## config.mk

```make
export PLATFORM = sky130hd
export DESIGN_NAME = hazard_ctl
export DESIGN_NICKNAME = d
export VERILOG_FILES = /design/src/rtl/simple_pkg.sv /design/src/rtl/sb_entry.sv /design/src/rtl/hazard_ctl.sv
export SDC_FILE = /design/constraint.sdc
export NUM_CORES = 1
export LEC_CHECK = 0
export ABC_AREA = 1
export CORE_MARGIN = 2
export CORE_UTILIZATION = 50
export DETAILED_ROUTE_END_ITERATION = 6
export PLACE_DENSITY = 0.79
export SYNTH_ARGS = -nofsm -noshare
export SYNTH_HDL_FRONTEND = slang
export SYNTH_SLANG_ARGS = --single-unit
```

## constraint.sdc

```tcl
create_clock -name clk -period 1.8 [get_ports clk]
set_clock_uncertainty 0.1 [all_clocks]
set_input_delay 0.45 -clock clk [delete_from_list [all_inputs] [get_ports clk]]
set_output_delay 0.45 -clock clk [all_outputs]
set_load 0.05 [all_outputs]
```

## src/rtl/simple_pkg.sv

```systemverilog
// Shared definitions for the hazard controller.
//   - Forwarding select encodings for the phase-3 operand muxes.
//   - Register-file geometry (NREG registers, REGW-bit register numbers).
//   - sb_entry_t: one scoreboard slot describing an in-flight instruction.
//   - sb_hit(): true when a slot will write a given register.
package simple_pkg;

    localparam int NREG = 8;
    localparam int REGW = $clog2(NREG);

    localparam logic [1:0] FWD_RF    = 2'b00;  // register file
    localparam logic [1:0] FWD_EXMEM = 2'b01;  // phase-4 ALU result
    localparam logic [1:0] FWD_MEMWB = 2'b10;  // phase-5 writeback value

    typedef struct packed {
        logic            valid;
        logic            wr_en;
        logic [REGW-1:0] wr_reg;
        logic            memread;
    } sb_entry_t;

    function automatic logic sb_hit(input sb_entry_t e, input logic [REGW-1:0] r);
        return e.valid && e.wr_en && (e.wr_reg == r);
    endfunction

endpackage

```

## src/rtl/sb_entry.sv

```systemverilog
// One scoreboard slot register.
// Ports:
//   clk_i  - rising-edge clock
//   rst_i  - synchronous active-high reset, empties the slot
//   load_i - capture d_i at the next edge
//   clr_i  - load an empty slot instead of d_i (wins over load_i)
//   d_i    - incoming slot contents
//   q_o    - registered slot contents
module sb_entry
    import simple_pkg::*;
(
    input  logic      clk_i,
    input  logic      rst_i,
    input  logic      load_i,
    input  logic      clr_i,
    input  sb_entry_t d_i,
    output sb_entry_t q_o
);

    sb_entry_t q_q;

    always_ff @(posedge clk_i) begin
        if (rst_i || clr_i) begin
            q_q <= '0;
        end else if (load_i) begin
            q_q <= d_i;
        end
    end

    assign q_o = q_q;

endmodule

```

## src/rtl/hazard_ctl.sv

```systemverilog
// Hazard controller for a 5-phase in-order pipeline.
// Tracks the destination registers of the instructions in EX, MEM and WB,
// detects load-use hazards and taken branches, and produces registered
// operand-forwarding selects for the instruction entering phase 3.
// Ports:
//   clk, rst                 - clock, synchronous active-high reset
//   id_valid                 - phase-2 holds a real instruction
//   id_ra, id_rb             - phase-2 source registers
//   id_use_ra, id_use_rb     - phase-2 instruction reads Ra / Rb
//   id_wr_en, id_wr_reg      - phase-2 destination write enable / register
//   id_memread               - phase-2 instruction is a load
//   ex_br_taken              - phase-3 instruction is a taken branch
//   stall                    - hold PC and phase-2 register
//   bubble                   - load zero controls into phase-3 register
//   flush                    - clear phase-2 register
//   fwd_a, fwd_b             - operand source for the phase-3 instruction
//   stall_cnt, flush_cnt     - saturating event counters
module hazard_ctl
    import simple_pkg::*;
(
    input  logic            clk,
    input  logic            rst,
    input  logic            id_valid,
    input  logic [REGW-1:0] id_ra,
    input  logic [REGW-1:0] id_rb,
    input  logic            id_use_ra,
    input  logic            id_use_rb,
    input  logic            id_wr_en,
    input  logic [REGW-1:0] id_wr_reg,
    input  logic            id_memread,
    input  logic            ex_br_taken,
    output logic            stall,
    output logic            bubble,
    output logic            flush,
    output logic [1:0]      fwd_a,
    output logic [1:0]      fwd_b,
    output logic [15:0]     stall_cnt,
    output logic [15:0]     flush_cnt
);

    sb_entry_t   id_ent;
    sb_entry_t   ex_q;
    sb_entry_t   mem_q;
    sb_entry_t   wb_q;
    logic        load_use;
    logic [1:0]  fwd_a_q, fwd_a_d;
    logic [1:0]  fwd_b_q, fwd_b_d;
    logic [15:0] stall_cnt_q, stall_cnt_d;
    logic [15:0] flush_cnt_q, flush_cnt_d;

    // Select for an operand of the instruction now in phase 2, evaluated
    // against where its producers will sit once it reaches phase 3.
    // A load in EX cannot forward its ALU result (that case stalls).
    // A WB producer has already written the write-first register file.
    function automatic logic [1:0] fwd_sel(
        input logic            use_r,
        input logic [REGW-1:0] r,
        input sb_entry_t       ex,
        input sb_entry_t       mem,
        input sb_entry_t       wb
    );
        if (!use_r)                       return FWD_RF;
        if (sb_hit(ex, r) && !ex.memread) return FWD_EXMEM;
        if (sb_hit(mem, r))               return FWD_MEMWB;
        if (sb_hit(wb, r))                return FWD_RF;
        return FWD_RF;
    endfunction

    always_comb begin
        id_ent         = '0;
        id_ent.valid   = id_valid;
        id_ent.wr_en   = id_wr_en;
        id_ent.wr_reg  = id_wr_reg;
        id_ent.memread = id_memread;
    end

    assign load_use = id_valid && ex_q.memread &&
                      ((id_use_ra && sb_hit(ex_q, id_ra)) ||
                       (id_use_rb && sb_hit(ex_q, id_rb)));

    // A taken branch kills the phase-2 instruction anyway, so it overrides
    // any load-use stall against that instruction.
    assign flush  = ex_br_taken;
    assign stall  = load_use && !ex_br_taken;
    assign bubble = stall || flush;

    // Scoreboard always advances; a bubble enters EX on stall or flush.
    sb_entry u_ex (
        .clk_i  (clk),
        .rst_i  (rst),
        .load_i (1'b1),
        .clr_i  (bubble),
        .d_i    (id_ent),
        .q_o    (ex_q)
    );

    sb_entry u_mem (
        .clk_i  (clk),
        .rst_i  (rst),
        .load_i (1'b1),
        .clr_i  (1'b0),
        .d_i    (ex_q),
        .q_o    (mem_q)
    );

    sb_entry u_wb (
        .clk_i  (clk),
        .rst_i  (rst),
        .load_i (1'b1),
        .clr_i  (1'b0),
        .d_i    (mem_q),
        .q_o    (wb_q)
    );

    always_comb begin
        fwd_a_d     = bubble ? FWD_RF : fwd_sel(id_use_ra, id_ra, ex_q, mem_q, wb_q);
        fwd_b_d     = bubble ? FWD_RF : fwd_sel(id_use_rb, id_rb, ex_q, mem_q, wb_q);
        stall_cnt_d = stall_cnt_q;
        flush_cnt_d = flush_cnt_q;
        if (stall && (stall_cnt_q != 16'hFFFF)) begin
            stall_cnt_d = stall_cnt_q + 16'd1;
        end
        if (flush && (flush_cnt_q != 16'hFFFF)) begin
            flush_cnt_d = flush_cnt_q + 16'd1;
        end
    end

    always_ff @(posedge clk) begin
        if (rst) begin
            fwd_a_q     <= FWD_RF;
            fwd_b_q     <= FWD_RF;
            stall_cnt_q <= '0;
            flush_cnt_q <= '0;
        end else begin
            fwd_a_q     <= fwd_a_d;
            fwd_b_q     <= fwd_b_d;
            stall_cnt_q <= stall_cnt_d;
            flush_cnt_q <= flush_cnt_d;
        end
    end

    assign fwd_a     = fwd_a_q;
    assign fwd_b     = fwd_b_q;
    assign stall_cnt = stall_cnt_q;
    assign flush_cnt = flush_cnt_q;

endmodule

```

==> results of run 1 <==
==> cell usage after synthesis <==
| library cell | number | share of area, % |
|---|---|---|
| a21oi_1 | 14 | 2.8 |
| buf_4 | 2 | 0.60 |
| clkbuf_1 | 1 | 0.15 |
| nand4_2 | 2 | 1.0 |
| nor3b_1 | 3 | 0.90 |
| nor2_2 | 4 | 1.0 |
| o21bai_4 | 1 | 0.75 |
| buf_12 | 1 | 0.80 |
| nand2_4 | 1 | 0.45 |
| ha_1 | 2 | 1.0 |
| nand4_4 | 1 | 0.85 |
| nor3b_2 | 1 | 0.50 |
| o22ai_1 | 2 | 0.50 |
| dfxtp_1 | 47 | 37 |
| o21ai_0 | 12 | 2.4 |
| nor2_1 | 69 | 10 |
| nand4_1 | 13 | 3.2 |
| and3_1 | 1 | 0.25 |
| xnor2_1 | 2 | 0.70 |
| nand3_4 | 1 | 0.70 |
| inv_2 | 3 | 0.45 |
| buf_1 | 1 | 0.15 |
| xor2_1 | 1 | 0.35 |
| nor3_1 | 8 | 1.6 |
| nand3_2 | 2 | 0.80 |
| a31oi_1 | 1 | 0.25 |
| nor2_4 | 9 | 4.0 |
| nand3_1 | 17 | 3.4 |
| buf_2 | 2 | 0.40 |
| or2_2 | 1 | 0.25 |
| inv_1 | 51 | 7.6 |
| nand2_1 | 96 | 14 |
==> layer usage <==
metal | vias up | routed length [µm]
met3 | 42 | 504
met4 | 0 | 414
met1 | 1435 | 3080
met5 | - | 0
li1 | 1398 | -
met2 | 153 | 4450
==> stage by stage <==
| step | setup TNS, ps | hold slack [ps] | total power [W] |
|---|---|---|---|
| 6_report | -700 | 348 | 0.00198 |
| 5_1_grt | -1170 | 361 | 0.00204 |
| 4_1_cts | -496 | 324 | 0.00195 |
| 3_5_place_dp | -16450 | 323 | 0.00132 |
| 3_3_place_gp | -14980 | 308 | 0.00131 |
| 2_1_floorplan | -245 | 303 | 0.00119 |
==> cells by family (layout without fill, tap and decap cells) <==
logic type	Yosys count	in the layout	synth area share, %
AND/OR/NAND/NOR	229	229	43.6
buffers and inverters	61	176	10.2
flip-flops	47	47	37.5
AO/OA/AOI/OAI	30	30	6.68
XOR/XNOR	3	3	1.05
adder cells (fa/ha/maj)	2	2	0.997
==> state kept, by name (all words and copies together) (netlist names) <==
register,cells
fwd_a,2
fwd_b,2
flush_cnt,16
u_mem.q_o,5
stall_cnt,16
u_ex.q_o,6
==> critical path, delay by kind of cell <==
kind	cells	cell delay [ps]
buffers and inverters	3	810
AND/OR/NAND/NOR	3	340
==> path summary, 6_finish.rpt <==
check                           slack (ps)           end         from
worst max-delay path                  -350         stall    id_use_ra
worst min-delay path                   350  u_mem.q_o[5]  u_ex.q_o[5]
worst max register to register          20  stall_cnt[3]  u_ex.q_o[2]
worst min register to register         350  u_mem.q_o[5]  u_ex.q_o[5]
==> final cells by class <==
class | count | share of cell area (%)
Inverter | 54 | 5.36
Clock buffer | 6 | 1.76
Tap cell | 67 | 2.03
Sequential cell | 47 | 23.4
Timing Repair Buffer | 114 | 32.3
Clock inverter | 2 | 0.303
Multi-Input combinational cell | 264 | 34.8
==> cell usage in the layout (no fill, tap or decap), types with 10 or more instances in the layout <==
| master | count |
|---|---|
| nand2_1 | 86 |
| nor2_1 | 63 |
| buf_4 | 62 |
| inv_1 | 44 |
| buf_12 | 36 |
| dfxtp_1 | 33 |
| nand3_1 | 16 |
| nand4_1 | 13 |
| a21oi_1 | 13 |
| nor2_4 | 11 |
| nand2_2 | 10 |
| o21ai_0 | 10 |
| dfxtp_2 | 10 |
==> repair_timing <==
item                       4_1_cts  5_1_grt
resized for setup               18       36
pin swaps                        8       11
gates cloned                     0        0
setup endpoints to repair       32       38
hold endpoints to repair         0        0
setup buffers                    6        3
==> where the power goes <==
part | internal (W) | switching [W] | total, W
combinational | 0.000118 | 0.000140 | 0.000258
clock | 0.000272 | 0.000387 | 0.000659
sequential | 0.00105 | 0.0000121 | 0.00106
==> flow_summary.yaml, run 1 <==
status:
  status: "finished with violations"
  violations: "setup timing"
critical_path:
  start_kind: "input pin"
  critical_path_arrival_ps: 1600
  critPathMostFrequentCell: "nand3_4"
  worst_path_largest_cell_delay_ps: 590
  cpMaxStageDelayCell: "clkdlybuf4s50_1"
  worstPathCellList: "clkdlybuf4s50_1 -> nand3_4 -> nand2_4 -> nand3_4 -> clkinvlp_4 -> buf_12"
  end_kind: "output port"
  timing_worst_setup_path_type: "input pin to output port"
  reg2reg_depth: 12
  cp_max_fo: 3
  crit_required_ps: 1250
power:
  p_leak_nw: 1.73
  peakVddDrop_uv: 682
  p_per_area_nw_per_um2: 479
global_route:
  use_met3_pct: 7.76
  grt_overflow: 0
  busiest_layer: "met2"
  grt_pass1_vias: 2953
  grt_usage_pct: 29.5
  grt_start_max_net_pins: 15
  grt_pass1_wl_um: 12500
  grtUsageMet1_pct: 30.0
  grtUsageMet2_pct: 52.5
  antenna_found_initial: 0
drt:
  firstDrtPassIters: 5
  first_iter_violations: 179
  drc_errors: 0
  via_per_inst: 5.47
  postRouteAntennaNets: 0
  detail_route.wirelength_um: 8450
  vias: 3028
  wire_per_inst_um: 15.2
logic_synthesis:
  yosysWarnings: 0
  syn_nets: 391
  synth_cell_types: 32
  synth_area_per_cell_um2: 6.75
  syn_area_um2: 2510
  synth_seq_cells: 47
  syn_inst: 372
  seq_area_frac_synth_pct: 37.5
placed_design:
  post-place-ws_ps: -675
  place_inst: 537
  gp_congestion: 0.914
  dpl_cell_area_um2: 3840
  post-dp-hpwl_um: 5470
  io_buffers: 55
sta:
  rsz0062_at_grt: "yes"
  max_freq_mhz: 465
  setup_viol: 2
  worst_slew_pin_slew_ps: 374
  slew_headroom_pct: 75.1
  slew_violations: 0
  worst_slack_ps: -352
  min_period_over_period_pct: 120
  finalHoldViolCount: 0
  min_period_ps: 2150
cts:
  cts_sinks: 47
  cts_buffers: 5
  htreeDepth: 2
  cts-root-buf: "clkbuf_8"
  clk_pin_slew_ps: 90
  cts_tree: "yes"
  hold_buffers: 0
  clock_latency_ps: 320
  clk_path_buf_depth: 2
floorplanning:
  dieHeight_um: 74.9
  start_util_pct: 52.4
  core-area_um2: 4790
  rows: 25
  io_pins: 56
  dieWidth_um: 74.9
  die-area_um2: 5600
layout:
  seqCellArea_um2: 968
  utilization_pct: 86.3
  multi_input_area_um2: 1440
  final_layout_size_suffix_gt1_share_pct: 36.1
  fin_area_um2: 4130
  stdcell_count: 554
  area_growth_pct: 64.6
  antennaDiodeCount: 0
  fill_cells: 259
  finalNetCount: 505
job:
  drv_cap: 0
min_path:
  worstHoldPathCells: 2
  hold_class: "register to register"
Power figures use the tool's default switching activity.
==> inputs of run 2 (changes only) <==
--- a/config.mk
+++ b/config.mk
@@ -8,8 +8,10 @@
 export ABC_AREA = 1
 export CORE_MARGIN = 2
 export CORE_UTILIZATION = 50
+export CTS_BUF_LIST = sky130_fd_sc_hd__clkbuf_16
 export DETAILED_ROUTE_END_ITERATION = 6
 export PLACE_DENSITY = 0.79
+export SETUP_SLACK_MARGIN = 0.1
 export SYNTH_ARGS = -nofsm -noshare
 export SYNTH_HDL_FRONTEND = slang
 export SYNTH_SLANG_ARGS = --single-unit
==> run 2 against run 1 <==
Sequential cell count did not move. Largest cell class unchanged. Core utilization rose by 0.99 points. Largest power group unchanged. Combinational power is 7% higher. Via count up 1.3%. The run still ends with setup timing left. Sequential power hardly changed. Sequential share of layout area rose by 0.36 points. Clock-buffer cell count stayed put.
==> flow_summary.yaml, run 2 (same netlist as run 1, synthesis figures left out) <==
status:
  status: "finished with violations"
  violations: "setup timing"
critical_path:
  start_kind: "input pin"
  critical_path_arrival_ps: 1540
  crit_required_ps: 1250
  end_kind: "output port"
  cp_max_fo: 3
  timing_worst_setup_path_type: "input pin to output port"
cts:
  cts-root-buf: "clkbuf_16"
  hold_buffers: 0
  cts_buffers: 5
  htreeDepth: 2
  cts_sinks: 47
  clk_path_buf_depth: 2
  cts_tree: "yes"
  clock_latency_ps: 290
  clk_pin_slew_ps: 60
global_route:
  grt_usage_pct: 28.1
  grt_pass1_wl_um: 12100
  grt_pass1_vias: 2705
  grt_start_max_net_pins: 16
  grt_overflow: 0
  antenna_found_initial: 0
sta:
  slew_headroom_pct: 76.6
  holdWs_ps: 367
  setup_viol: 6
  finalHoldViolCount: 0
  worst_slew_pin_slew_ps: 348
  rsz0062_at_grt: "yes"
  min_period_over_period_pct: 116
  worst_slack_ps: -292
  tns_ps: -624
  min_period_ps: 2090
  max_freq_mhz: 478
  slew_violations: 0
drt:
  via_per_inst: 5.73
  vias: 3068
  drc_errors: 0
  wire_per_inst_um: 17.5
  first_iter_violations: 260
  detail_route.wirelength_um: 9380
  postRouteAntennaNets: 0
  firstDrtPassIters: 5
layout:
  stdcell_count: 535
  layout_commonest_cell: "nand2_1"
  layout_common_cells: "nand2_1 (82), nor2_1 (59), inv_1 (42), buf_4 (40)"
  final_layout_size_suffix_gt1_share_pct: 44.2
  area_growth_pct: 66.5
  utilization_pct: 87.3
  finalNetCount: 486
  antennaDiodeCount: 0
placed_design:
  io_buffers: 55
  gp_congestion: 0.873
  place_inst: 513
  post-dp-hpwl_um: 5100
  post-place-ws_ps: -709
power:
  p_leak_nw: 1.70
  p_per_area_nw_per_um2: 560
  peakVddDrop_uv: 659
floorplanning:
  start_util_pct: 52.4
  rows: 25
  dieHeight_um: 74.9
  core-area_um2: 4790
  dieWidth_um: 74.9
  die-area_um2: 5600
  io_pins: 56
job:
  drv_cap: 0
min_path:
  hold_class: "register to register"
==> run 2: metal layers <==
layer | routed length [µm] | vias up | share of wire (%) | track usage, %
li1 | - | 1358 | - | -
met1 | 3280 | 1436 | 35 | 32.3
met2 | 4860 | 203 | 52 | 50.1
met3 | 712 | 71 | 7.6 | 5.62
met4 | 536 | 0 | 5.7 | 12.3
met5 | 0 | - | 0 | 0
==> run 2: layout make-up <==
cell class,instances,area [µm²]
Clock buffer,6,150
Fill cell,226,607
Sequential cell,47,995
Tap cell,67,83.8
Inverter,54,224
Timing Repair Buffer,95,1160
Clock inverter,2,7.51
Multi-Input combinational cell,264,1560
==> run 2: final timing paths <==
path                startpoint             to  slack (ps)  depth (start not counted)
setup / recovery      id_ra[2]          stall        -290                         10
hold / removal     u_ex.q_o[5]   u_mem.q_o[5]         370                          2
setup reg to reg  flush_cnt[0]  flush_cnt[11]         -50                         11
hold reg to reg    u_ex.q_o[5]   u_mem.q_o[5]         370                          2
==> run 2: per-stage QoR <==
stage	total power, W	area, µm²
after detailed placement	0.00131	3660
after global routing	0.00239	4180
after global placement	0.00130	3660
final	0.00234	4180
after floorplan	0.00119	2590
after CTS	0.00228	3940
==> run 2: worst max-delay path, cell delays in order <==
cell	delay [ps]
clkdlybuf4s15_2	200
inv_1	50
nand2_1	70
nand2_1	70
nor2_2	150
nand3_2	110
nand2_4	110
nand3_4	90
clkinvlp_4	100
buf_12	130
==> run 2: power breakdown <==
part | leakage, nW | internal [W] | switching [W]
clock | 0.0846 | 0.000590 | 0.000410
sequential | 0.399 | 0.00105 | 0.0000131
combinational | 1.22 | 0.000123 | 0.000155
total | 1.70 | 0.00176 | 0.000578
==> run 2: timing repair <==
action	in CTS	in global routing
gates cloned	0	0
setup endpoints to repair	36	44
hold endpoints to repair	0	0
buffers inserted	8	6
resized for setup	49	57
pin swaps	14	15
==> inputs of run 3 (changes only) <==
--- a/config.mk
+++ b/config.mk
@@ -5,9 +5,9 @@
 export SDC_FILE = /design/constraint.sdc
 export NUM_CORES = 1
 export LEC_CHECK = 0
-export ABC_AREA = 1
+export ABC_AREA = 0
 export CORE_MARGIN = 2
-export CORE_UTILIZATION = 50
+export CORE_UTILIZATION = 49
 export CTS_BUF_LIST = sky130_fd_sc_hd__clkbuf_16
 export DETAILED_ROUTE_END_ITERATION = 6
 export PLACE_DENSITY = 0.79
==> run 3 against run 2 <==
Synthesized cell count shrank 31%. Area after synthesis shrank 9.0%. The run now fails in global routing.
==> flow_summary.yaml, run 3 <==
logic_synthesis:
  synth_area_leader_cell: "dfxtp_1"
  netlist.area_leader.share_pct: 41.2
  muxShareOfSynthArea_pct: 5.75
  synth-compound-area-share_pct: 10.5
  synth-simple-area-share_pct: 29.6
  synth_edf_count: 0
  synth_area_leaders: "dfxtp_1 (41%), xnor2_1 (6.5%), nor2_1 (5.8%)"
  synth_top_family_by_area: "simple AND/OR/NAND/NOR gates"
  synthXorXnorAreaFrac_pct: 8.82
  yosysMostFrequentCell: "dfxtp_1"
  seq_area_frac_synth_pct: 41.2
  syn_nets: 274
  syn_inst: 255
  yosysWarnings: 0
  syn_area_um2: 2280
  synthFlopType: "dfxtp_1"
  synth_area_per_cell_um2: 8.96
  synthTopCellsByCount: "dfxtp_1 (47), nor2_1 (35), xnor2_1 (17)"
  synth_adder_area_share_pct: 1.10
  synth_seq_cells: 47
  synth_cell_types: 44
  async_flop_share_pct: 0
status:
  status: "stopped before the end"
  haltStage: "global routing"
  error_line: "[ERROR DPL-0038] Utilization greater than 100%, impossible to legalize"
floorplanning:
  dieWidth_um: 72.3
  dieHeight_um: 72.3
  start_util_pct: 51.8
  rows: 24
  io_pins: 56
cts:
  cts_sinks: 47
  htreeDepth: 2
  hold_buffers: 0
  cts-root-buf: "clkbuf_16"
  clk_path_buf_depth: 2
  cts_buffers: 5
sta:
  worstEndpointGrtRepair: "stall_cnt[15]$_SDFFE_PP0P_/D"
  worst-ep-kind: "register data pin"
placed_design:
  place_inst: 392
  post-dp-hpwl_um: 4700
  gp_congestion: 0.861
  io_buffers: 55
  dpl_cell_area_um2: 3810
global_route:
  grt_start_max_net_pins: 31
run 3: cells by family after synthesis:
logic type | Yosys count
buf+inv | 17
compound gates | 30
mux | 12
simple gates | 124
fa+ha+maj | 2
flops | 47
xor+xnor | 23
run 3: through the flow:
stage	hold slack, ps	util [%]	worst slack (ps)
after CTS	392	96.3	-324
after detailed placement	379	86.3	-807
after global placement	371	86.3	-766
after floorplan	360	-	-198
run 3: repair_timing:
item | 4_1_cts
setup endpoints to repair | 32
resized for setup | 58
buffers inserted | 15
endpoints found under the hold margin | 0
cloned | 0
pin swaps | 26
==> inputs of run 4 (changes only) <==
--- a/config.mk
+++ b/config.mk
@@ -7,11 +7,9 @@
 export LEC_CHECK = 0
 export ABC_AREA = 0
 export CORE_MARGIN = 2
-export CORE_UTILIZATION = 49
-export CTS_BUF_LIST = sky130_fd_sc_hd__clkbuf_16
+export CORE_UTILIZATION = 40
 export DETAILED_ROUTE_END_ITERATION = 6
-export PLACE_DENSITY = 0.79
-export SETUP_SLACK_MARGIN = 0.1
+export PLACE_DENSITY_LB_ADDON = 0.15
 export SYNTH_ARGS = -nofsm -noshare
 export SYNTH_HDL_FRONTEND = slang
 export SYNTH_SLANG_ARGS = --single-unit
==> run 4 against run 3 <==
The flow now finishes, with violations (setup timing). Synthesized cell count did not move. Area after synthesis stayed put.
==> flow_summary.yaml, run 4 <==
logic_synthesis:
  netlist.area_leader.share_pct: 41.2
  synth_edf_count: 0
  synthTopCellsByCount: "dfxtp_1 (47), nor2_1 (35), xnor2_1 (17)"
  seq_area_frac_synth_pct: 41.2
  synth_seq_cells: 47
  syn_nets: 274
  synth_area_leader_cell: "dfxtp_1"
  synthFlopType: "dfxtp_1"
  yosysWarnings: 0
  syn_area_um2: 2280
  async_flop_share_pct: 0
  synth_cell_types: 44
  synth_area_leaders: "dfxtp_1 (41%), xnor2_1 (6.5%), nor2_1 (5.8%)"
  yosysMostFrequentCell: "dfxtp_1"
  synth_area_per_cell_um2: 8.96
  syn_inst: 255
critical_path:
  critical_path_arrival_ps: 2210
  worst_path_largest_cell_delay_ps: 390
  cpMaxStageDelayCell: "dfxtp_4"
  timing_worst_setup_path_type: "register to register"
  critPathMostFrequentCell: "buf_4"
  start_kind: "register"
  cp_top_family: "compound AO/OA/AOI/OAI gates"
  end_kind: "register"
  worstPathCellList: "xnor2_4 -> nand4_4 -> buf_4 -> a2111oi_4 -> buf_4 -> a41oi_2 -> a311oi_2"
  setup.worst_path.start: "u_ex.q_o[3]"
  rr_startpoint: "u_ex.q_o[3]"
  crit_buf_inv: 2
  cp_max_fo: 5
  crit_required_ps: 1900
power:
  comb_power_share_pct: 13.3
  peakVddDrop_uv: 382
  power_frac_clock_pct: 34.4
  p_seq_share_pct: 52.3
  p_per_area_nw_per_um2: 486
  power.switching_w: 0.000526
  switching_share_pct: 26.1
  p_leak_nw: 1.62
  p_total_w: 0.00202
  power.internal_w: 0.00149
placed_design:
  gp_congestion: 0.849
  post-dp-hpwl_um: 4460
  place_inst: 417
  io_buffers: 55
  post-place-ws_ps: -789
cts:
  clk_pin_slew_ps: 90
  cts_buffers: 5
  cts_sinks: 47
  cts-root-buf: "clkbuf_8"
  clock_latency_ps: 310
  cts_tree: "yes"
  htreeDepth: 2
  clk_path_buf_depth: 2
floorplanning:
  start_util_pct: 41.5
  die-area_um2: 6330
  dieWidth_um: 79.6
  rows: 27
  dieHeight_um: 79.6
  io_pins: 56
  core-area_um2: 5510
sta:
  slew_violations: 0
  worst_slew_pin_slew_ps: 790
  setup_viol: 20
  max_freq_mhz: 475
  finalHoldViolCount: 0
  min_period_ps: 2110
  slew_headroom_pct: 47.0
  rsz0062_at_grt: "yes"
  worst_slack_ps: -307
  min_period_over_period_pct: 117
  tns_ps: -3530
status:
  status: "finished with violations"
  violations: "setup timing"
layout:
  stdcell_count: 437
  fill_cells: 358
  final_layout_size_suffix_gt1_share_pct: 51.6
  utilization_pct: 75.3
  area_growth_pct: 81.5
  multi_input_area_um2: 1630
  finalNetCount: 382
  layout_common_cells: "buf_4 (56), nor2_1 (35), buf_12 (34), dfxtp_2 (20), dfxtp_1 (14)"
  seqCellArea_um2: 1010
  layout_commonest_cell: "buf_4"
min_path:
  hold_class: "register to register"
  hold_start: "u_ex.q_o[4]"
drt:
  via_per_inst: 5.42
  postRouteAntennaNets: 0
  drc_errors: 0
  first_iter_violations: 107
  firstDrtPassIters: 4
  detail_route.wirelength_um: 6900
  wire_per_inst_um: 15.8
  vias: 2370
global_route:
  grt_start_max_net_pins: 31
  grt_usage_pct: 21.3
  grt_overflow: 0
  antenna_found_initial: 1
  grt_pass1_wl_um: 10600
  grt_pass1_vias: 2304
job:
  drv_cap: 0
-- run 4: worst paths after layout --
kind / endpoint / slack [ps] / cells after the start
max: stall_cnt[14] / -310 / 7
min: u_mem.q_o[4] / 390 / 1
max reg2reg: stall_cnt[14] / -310 / 7
min reg2reg: u_mem.q_o[4] / 390 / 1
-- run 4: layout make-up --
cell class / count / share of cell area [%]
inverter: 7 / 0.633
tap: 72 / 2.17
clock inverter: 2 / 0.392
antenna: 1 / 0.0603
multi-input combinational: 191 / 39.2
clock buffer: 6 / 1.99
timing repair buffer: 111 / 31.1
sequential: 47 / 24.5
-- run 4: worst reg2reg max path, stage by stage, from the launching register on --
cell       delay (ps)
dfxtp_4           390
xnor2_4           190
nand4_4           130
buf_4             190
a2111oi_4         350
buf_4             220
a41oi_2           130
a311oi_2          310
-- run 4: what timing repair did --
action,in CTS,in global routing
pin swaps,11,23
hold buffers,0,0
gates cloned,0,0
setup endpoints to repair,27,30
resized for setup,30,27
buffers inserted,7,5
-- run 4: routing by layer --
metal	up-vias	wire [µm]	GRT usage, %
met5	-	0	0
met4	0	193	9.31
met3	14	365	5.09
met2	80	3550	35.6
met1	1151	2800	26.0
li1	1125	-	-
-- run 4: metrics by stage --
| step | hold slack, ps | area (µm²) |
|---|---|---|
| after global placement | 368 | 3810 |
| after floorplan | 360 | 2550 |
| after detailed placement | 375 | 3810 |
| after CTS | 394 | 3990 |
| final | 386 | 4150 |
| after global routing | 421 | 4150 |
-- run 4: kinds of logic after synthesis --
family	count (synthesis)	synth area share (%)
multiplexers	12	5.75
XOR/XNOR	23	8.82
adder cells (fa/ha/maj)	2	1.10
AND/OR/NAND/NOR	124	29.6
AO/OA/AOI/OAI	30	10.5
buffers and inverters	17	3.01
flip-flops	47	41.2
-- run 4: power groups by stage --
stage / logic [W] / registers, W / clock network (W)
after global placement: 0.000246 / 0.00108 / 0
after detailed placement: 0.000249 / 0.00108 / 0
final: 0.000269 / 0.00105 / 0.000693
after CTS: 0.000255 / 0.00105 / 0.000703
after global routing: 0.000284 / 0.00106 / 0.000750
after floorplan: 0.000112 / 0.00110 / 0
